[config.mk]
export PLATFORM = sky130hd
export DESIGN_NAME = seg_scan_decoder
export DESIGN_NICKNAME = d
export VERILOG_FILES = /design/src/rtl/seg_scan_decoder.sv
export SDC_FILE = /design/constraint.sdc
export NUM_CORES = 1
export LEC_CHECK = 0
export CAP_MARGIN = 20
export CORE_MARGIN = 2
export CORE_UTILIZATION = 33
export CTS_CLUSTER_DIAMETER = 150
export DETAILED_ROUTE_END_ITERATION = 7
export DONT_BUFFER_PORTS = 1
export PLACE_DENSITY = 0.45
export REMOVE_ABC_BUFFERS = 1
export SLEW_MARGIN = 25
export SYNTH_ARGS = -nofsm -noshare
export SYNTH_HDL_FRONTEND = slang
export SYNTH_SLANG_ARGS = --single-unit
[constraint.sdc]
create_clock -name sysclock -period 5.4 [get_ports sysclock]
set_input_delay 1.08 -clock sysclock [delete_from_list [all_inputs] [get_ports sysclock]]
set_output_delay 1.08 -clock sysclock [all_outputs]
set_load 0.005 [all_outputs]
[src/rtl/seg_scan_decoder.sv]
// Reads back the multiplexed seven-segment bus, decodes each settled digit dwell and
// publishes complete 4-digit frames, flagging illegal patterns and a stalled scan.
module seg_scan_decoder #(
  parameter int SETTLE  = 8,
  parameter int TIMEOUT = 1000000
) (
  input  logic        sysclock,
  input  logic        reset,
  input  logic [7:0]  seg_in,
  input  logic [3:0]  sel_in,
  input  logic        clear,
  output logic [15:0] digits,
  output logic [3:0]  dp,
  output logic        frame_valid,
  output logic        pattern_err,
  output logic        stale
);

  localparam logic [8:0]  SETTLE_N = 9'(SETTLE);
  localparam logic [23:0] T_MAX    = 24'(TIMEOUT - 1);

  typedef enum logic [1:0] {S_BLANK, S_SETTLE, S_HOLD} state_t;

  logic [7:0]  seg_q;
  logic [3:0]  sel_q;
  state_t      state;
  logic [7:0]  cnt;
  logic [11:0] ref_q;
  logic [3:0]  seen;
  logic [3:0]  seen_nx;
  logic [3:0]  slot_val [4];
  logic [3:0]  slot_dp;
  logic [23:0] tcount;
  logic [23:0] tcount_nx;

  logic [11:0] samp;
  logic        sel_legal;
  logic        match;
  logic        capture;
  logic        frame_done;
  logic [8:0]  cnt_inc;
  logic [1:0]  slot;
  logic [3:0]  dec_val;
  logic        dec_err;

  // Returns {illegal, value}; a fully dark digit reads back as F without an error.
  function automatic logic [4:0] decode(input logic [6:0] s);
    case (s)
      7'h40:   decode = 5'h00;
      7'h79:   decode = 5'h01;
      7'h24:   decode = 5'h02;
      7'h30:   decode = 5'h03;
      7'h19:   decode = 5'h04;
      7'h12:   decode = 5'h05;
      7'h02:   decode = 5'h06;
      7'h78:   decode = 5'h07;
      7'h00:   decode = 5'h08;
      7'h10:   decode = 5'h09;
      7'h7F:   decode = 5'h0F;
      default: decode = 5'h1E;
    endcase
  endfunction

  always_ff @(posedge sysclock) begin
    if (!reset) begin
      seg_q <= 8'hFF;
      sel_q <= 4'hF;
    end else begin
      seg_q <= seg_in;
      sel_q <= sel_in;
    end
  end

  // A capture always uses the current sample: either it matches ref or it becomes the new ref.
  always_comb begin
    samp      = {sel_q, seg_q};
    sel_legal = $onehot(~sel_q);
    match     = (samp == ref_q);
    cnt_inc   = {1'b0, cnt} + 9'd1;
    {dec_err, dec_val} = decode(seg_q[6:0]);
    capture   = 1'b0;
    case (state)
      S_BLANK:  capture = sel_legal && (SETTLE_N == 9'd1);
      S_SETTLE: capture = match ? (cnt_inc == SETTLE_N)
                                : (sel_legal && (SETTLE_N == 9'd1));
      S_HOLD:   capture = !match && sel_legal && (SETTLE_N == 9'd1);
      default:  capture = 1'b0;
    endcase
    case (sel_q)
      4'b1101: slot = 2'd1;
      4'b1011: slot = 2'd2;
      4'b0111: slot = 2'd3;
      default: slot = 2'd0;
    endcase
    frame_done = (seen == 4'hF);
    seen_nx    = frame_done ? 4'h0 : seen;
    if (capture) seen_nx = seen_nx | (4'b0001 << slot);
    if (clear)   seen_nx = 4'h0;
    tcount_nx  = (tcount == T_MAX) ? tcount : tcount + 24'd1;
  end

  always_ff @(posedge sysclock) begin
    if (!reset) begin
      state <= S_BLANK;
      cnt   <= 8'd0;
      ref_q <= 12'h000;
    end else begin
      case (state)
        S_BLANK: begin
          if (sel_legal) begin
            ref_q <= samp;
            cnt   <= 8'd1;
            state <= capture ? S_HOLD : S_SETTLE;
          end
        end
        S_SETTLE, S_HOLD: begin
          if (match) begin
            if (state == S_SETTLE) begin
              cnt <= cnt_inc[7:0];
              if (capture) state <= S_HOLD;
            end
          end else if (sel_legal) begin
            ref_q <= samp;
            cnt   <= 8'd1;
            state <= capture ? S_HOLD : S_SETTLE;
          end else begin
            state <= S_BLANK;
          end
        end
        default: state <= S_BLANK;
      endcase
    end
  end

  // Frame publish reads the slot registers before this edge's capture lands in them.
  always_ff @(posedge sysclock) begin
    if (!reset) begin
      seen        <= 4'h0;
      slot_dp     <= 4'h0;
      for (int i = 0; i < 4; i++) slot_val[i] <= 4'h0;
      digits      <= 16'h0000;
      dp          <= 4'h0;
      frame_valid <= 1'b0;
      pattern_err <= 1'b0;
    end else begin
      seen        <= seen_nx;
      frame_valid <= frame_done;
      if (capture) begin
        slot_val[slot] <= dec_val;
        slot_dp[slot]  <= ~seg_q[7];
      end
      if (frame_done) begin
        digits <= {slot_val[3], slot_val[2], slot_val[1], slot_val[0]};
        dp     <= slot_dp;
      end
      if (capture && dec_err) pattern_err <= 1'b1;
      else if (clear)         pattern_err <= 1'b0;
    end
  end

  always_ff @(posedge sysclock) begin
    if (!reset) begin
      tcount <= 24'd0;
      stale  <= 1'b0;
    end else if (frame_done) begin
      tcount <= 24'd0;
      stale  <= 1'b0;
    end else begin
      tcount <= tcount_nx;
      stale  <= (tcount_nx == T_MAX);
    end
  end

endmodule

After elaboration in Yosys (flattened, before gate mapping)
Memory sizes are Yosys's and may differ from the RTL's. A register that Yosys moved wholly into a read port is not among the register bits.
Index checks and enable logic that the tools add are counted.
W data, S select, Z words.
{ "word_totals": {"regBits": 73, "mem_bits_rw": 16, "in_bits": 15, "n_memories": 1} }
{ "mem_list": {"columns": ["memory", "words", "width", "read_ports", "rd_clocked_by_memory_dff", "write_ports", "line_no", "source"], "rows": [
  ["slot_val", 4, 4, 4, 4, 4, "31", "logic [3:0] slot_val [4];"]
]} }
{ "op_classes": {"addsub": 5, "order_cmp": 2, "n_eq_ne": 25, "shifts": 1, "mux": 33, "bitwise_logic": 4, "n_reduce_logical": 17} }
{ "op_table": {"columns": ["operator", "n"], "rows": [
  ["$pmux W5 S11", 1],
  ["$eq A24 B20 Y1 const B", 2],
  ["$eq A7 B7 Y1 const B", 4],
  ["$add A24 B1 Y24 const B", 1],
  ["$mux W12", 2],
  ["$mux W24", 1],
  ["$mux W8", 3],
  ["$pmux W12 S2", 1],
  ["$eq A7 B5 Y1 const B", 3],
  ["$pmux W8 S2", 1],
  ["$eq A7 B6 Y1 const B", 2],
  ["$mux W2", 7],
  ["$eq A12 B12 Y1", 1],
  ["$eq A4 B4 Y1 const B", 3],
  ["$mux W4", 3],
  ["$mux W1", 10],
  ["$add A8 B1 Y9 const B", 1],
  ["$eq A9 B4 Y1 const B", 1],
  ["$eq A7 B2 Y1 const B", 1],
  ["$logic_not A7 Y1", 1],
  ["$ne A3 B3 Y1 const B", 2],
  ["$pmux W2 S3", 1],
  ["$reduce_or A2 Y1", 3],
  ["$add A1 B1 Y2", 2],
  ["22 further kinds", 30]
]} }

Depth between registers and ports, before layout
{ "depth": {"depth_word": 9, "ltp_mapped": 11, "mapped_depth_nobuf": 10} }

Worst setup path before layout
OpenSTA, ideal clock, no wires.
{ "synth_path": {"path_type": "reg-to-reg", "start": "register sel_q[0]", "end": "register ref_q[4]", "setup_time_ps": 70, "arrival_time_ps": 2300, "required_time_ps": 5330, "setup_slack_ps": 3030, "path_stages_with_launch": 11, "synth_period_minus_slack_ps": 2370, "cell_sequence": "dfxtp_1 > fa_1 > inv_1 > ha_1 > ha_1 > nor2_1 > nand2_1 > nor2_1 > buf_1 > nand3_1 > a21boi_1"} }
{ "synth_via": {"elab_chain_len": 7} }
{ "synth_lines": {"columns": ["element", "line_no", "source"], "rows": [
  ["from (decl)", "25", "logic [3:0] sel_q;"],
  ["from (signal assigned)", "70", "sel_q <= sel_in;"],
  ["$not A4 Y4", "77", "sel_legal = $onehot(~sel_q);"],
  ["$add A1 B1 Y2 (implied by the code)", "77", null],
  ["$add A2 B2 Y3 (implied by the code)", "77", null],
  ["$eq A3 B1 Y1", "77", null],
  ["$mux W12 (2 in a row)", null, null],
  ["$pmux W12 S2", null, null],
  ["to (signal assigned)", "111", "ref_q <= samp;"],
  ["to (signal assigned)", "123", "ref_q <= samp;"],
  ["to (decl)", "28", "logic [11:0] ref_q;"]
]} }
Parallel ways exist; a longest one is shown, timed or not. The select of a mux whose other input is x is not followed.
A chain may end at the register's enable or synchronous reset.

Worst setup path after layout
{ "layout_path": {"start": "register sel_q[0]", "end": "register ref_q[5]"} }
Same word-level chain as after synthesis.

==> qor.txt <==
outcome - finished clean
worst r2r dst - ref_q[5]$_SDFFE_PN0P_
synth unique cells - 64
Area contributors post-synth - dfxtp_1, edfxtp_1, nand2_1
clock insertion delay at the later pin of the skew report - 350 ps
Tmin final - 3019 ps
Critical Path AT - 3260 ps
Final GP Congestion - 0.7854
critical path class - reg2reg
ANT cells - 0
Fmax - 331.2 MHz
CP endpoint kind - flip-flop
clk_skew - 7.419 ps
clock root buffer - clkbuf_16
Fin Hold WS - 469.3 ps
Worst Tran Pin Value - 934.2 ps
first-pass GRT wire length - 18,330 µm
Synth Flop Type - dfxtp_1
final wirelength - 10,960 µm
count leader, synth - dfxtp_1
Overall Global Routing Usage - 13.77%
critical path startpoint category - flip-flop
worst slew margin relative to its limit - 37.49%
ANT nets after route - 0
Max Slew Vio Count - 0
min-delay worst type - reg2reg
Cells after Synth - 582
largest net degree at the start of global routing - 71
Final #Nets - 584
floorplan row count - 45
CTS clk-pin slew, worst paths - 70 ps
Hold Crit Start - slot_dp[1]$_SDFFE_PN0P_
M3 GR Usage - 2.477%
drt pass-1 iters - 4
sequential fraction of the synthesis area - 43.70%
RR Startpoint - sel_q[0]$_SDFF_PN1_
WL/cell - 14.18 µm
Post-DP HPWL - 7654 µm
global route overflow - 0
fin crit share - 55.91%
Hold Fails Final Rpt - 0
initial antenna violation count - 0
Vias - 3,834
GR Util met1 - 19.35%
Chip Width - 129.2 µm
Peak VDD IR - 0.0001845 V
M2 GR Usage - 20.56%
Pleak - 1.895 nW
Max Buffers Root-to-Sink - 2
port buffer count - 0
Vias/cell - 4.960
die footprint - 16,700 µm²
synth warn - 0
Worst R2R Setup Slack - 2380 ps
die height - 129.2 µm
H-tree Lvls - 3
post-synthesis cell area - 5176 µm²
Yosys top cell area share - 34.42%
Worst Reg2Reg Path Length in Cells - 10
# resized after CTS - 0
Max Cap Viol - 0
RSZ-0062 raised after global routing - false
synthesis-to-finish area growth - 7.735%
ys async rst share - 0%
Hold-fix buffers, CTS - 0
layer with the highest usage - met2
hold endpoint - slot_dp[1]$_SDFFE_PN0P_
clk sinks - 105
critical-path maximum fanout - 14
fraction of layout cells with a size suffix above 1 - 6.584%
syn_area_per_cell - 8.894 µm²
vias in the first global route - 3,670
DRC violations left - 0
pwr dens - 295.7 nW/µm²
I/O pins - 38
CTS Buf Count - 9
area leader, netlist - dfxtp_1
final setup fails - 0
setup repair bufs after CTS - 0
Initial Util - 33.92%
Worst Hold Depth - 2
WP data required - 5640 ps
CTS tree - yes
most frequent cells after synthesis - dfxtp_1, nand2_1, nor2_1
Post-synth EDFFs - 16
synthesized flop and latch total - 105
Placeable Area - 15,260 µm²
setup_tns - 0 ps
DRT iter0 DRCs - 219
-- per-stage QoR --
| stage | worst slack (ps) | std cells | util [%] | area, µm² | power, mW |
|---|---|---|---|---|---|
| after CTS | 2337 | 773 | 36.55 | 5577 | 1.679 |
| after floorplan | 2809 | 545 | - | 4999 | 0.9669 |
| after global placement | 2405 | 758 | 34.59 | 5278 | 0.9970 |
| final | 2381 | 773 | 36.55 | 5577 | 1.649 |
| after global routing | 2132 | 773 | 36.55 | 5577 | 1.733 |
| after detailed placement | 2369 | 758 | 34.59 | 5278 | 0.9983 |
-- metal layers --
layer / vias to the layer above / part of all wire [%] / wire length [µm]
met1: 1800 / 52 / 5714
met2: 43 / 43 / 4710
li1: 1977 / - / -
met3: 14 / 2.8 / 308
met4: 0 / 2.1 / 225
met5: - / 0 / 0
-- worst max-delay path, cell delays in order (launching register included) --
cell	delay, ps
dfxtp_1	370
fa_1	550
inv_1	40
ha_1	170
ha_1	270
nor2_1	100
nand2_1	120
nor2_1	740
nand2_2	330
nand2_1	150
a21boi_1	70
-- cell type report --
class | count | area (µm²)
Inverter | 12 | 45.04
Multi-Input combinational cell | 428 | 2691
Clock inverter | 6 | 73.82
Sequential cell | 105 | 2262
Tap cell | 211 | 264.0
Clock buffer | 9 | 225.2
Timing Repair Buffer | 2 | 15.01
Fill cell | 1560 | 9682
-- registers in the layout (all words and copies together), names as in the netlist --
register     cells
pattern_err      1
slot_val        16
slot_dp          4
state            2
seg_q            8
frame_valid      1
cnt              8
tcount          24
seen             4
digits          16
stale            1
dp               4
sel_q            4
ref_q           12
-- worst max-delay path by stage --
stage,slack (ps),to,cells past startpoint,startpoint
final,2380,ref_q[5]$_SDFFE_PN0P_,10,sel_q[0]$_SDFF_PN1_
after global routing,2130,ref_q[5]$_SDFFE_PN0P_,10,sel_q[0]$_SDFF_PN1_
after CTS,2340,ref_q[5]$_SDFFE_PN0P_,10,sel_q[0]$_SDFF_PN1_
after detailed placement,2370,ref_q[11]$_SDFFE_PN0P_,10,sel_q[0]$_SDFF_PN1_
after global placement,2410,ref_q[8]$_SDFFE_PN0P_,10,sel_q[0]$_SDFF_PN1_
after floorplan,2810,ref_q[0]$_SDFFE_PN0P_,10,sel_q[0]$_SDFF_PN1_
-- cells in the final DEF (no fill, tap or decap), types with 3 or more instances in the layout --
master	n
nor2b_1	8
a31o_1	5
inv_1	10
a21boi_1	12
o21ai_1	6
nand2_1	88
and4_1	11
nor2_1	45
a21boi_0	21
mux2i_1	4
nor3_1	19
nor4_2	3
nand3_1	32
nor3b_1	4
dfxtp_1	89
o21ai_0	11
or3_1	3
ha_1	10
a21oi_1	16
clkbuf_16	9
and3_1	7
edfxtp_1	16
nand4_1	16
xnor2_1	14
nor4_1	6
xor2_1	25
a32o_1	3
nand2b_1	20
or3_4	3
-- cell families after synthesis --
logic type / count (synthesis) / share of synthesized area (%)
xor+xnor: 39 / 6.599
mux: 4 / 0.7735
fa+ha+maj: 11 / 2.804
compound gates: 92 / 12.76
buf+inv: 49 / 4.303
flops: 105 / 43.70
simple gates: 282 / 29.06
-- where the power goes --
group | switching [mW] | total [mW] | leakage [nW] | internal [mW]
clock network | 0.307 | 0.671 | 0.140 | 0.364
logic | 0.0724 | 0.125 | 0.879 | 0.0526
registers | 0.0294 | 0.853 | 0.875 | 0.824
Note: power is estimated with default switching activity, not from simulation.
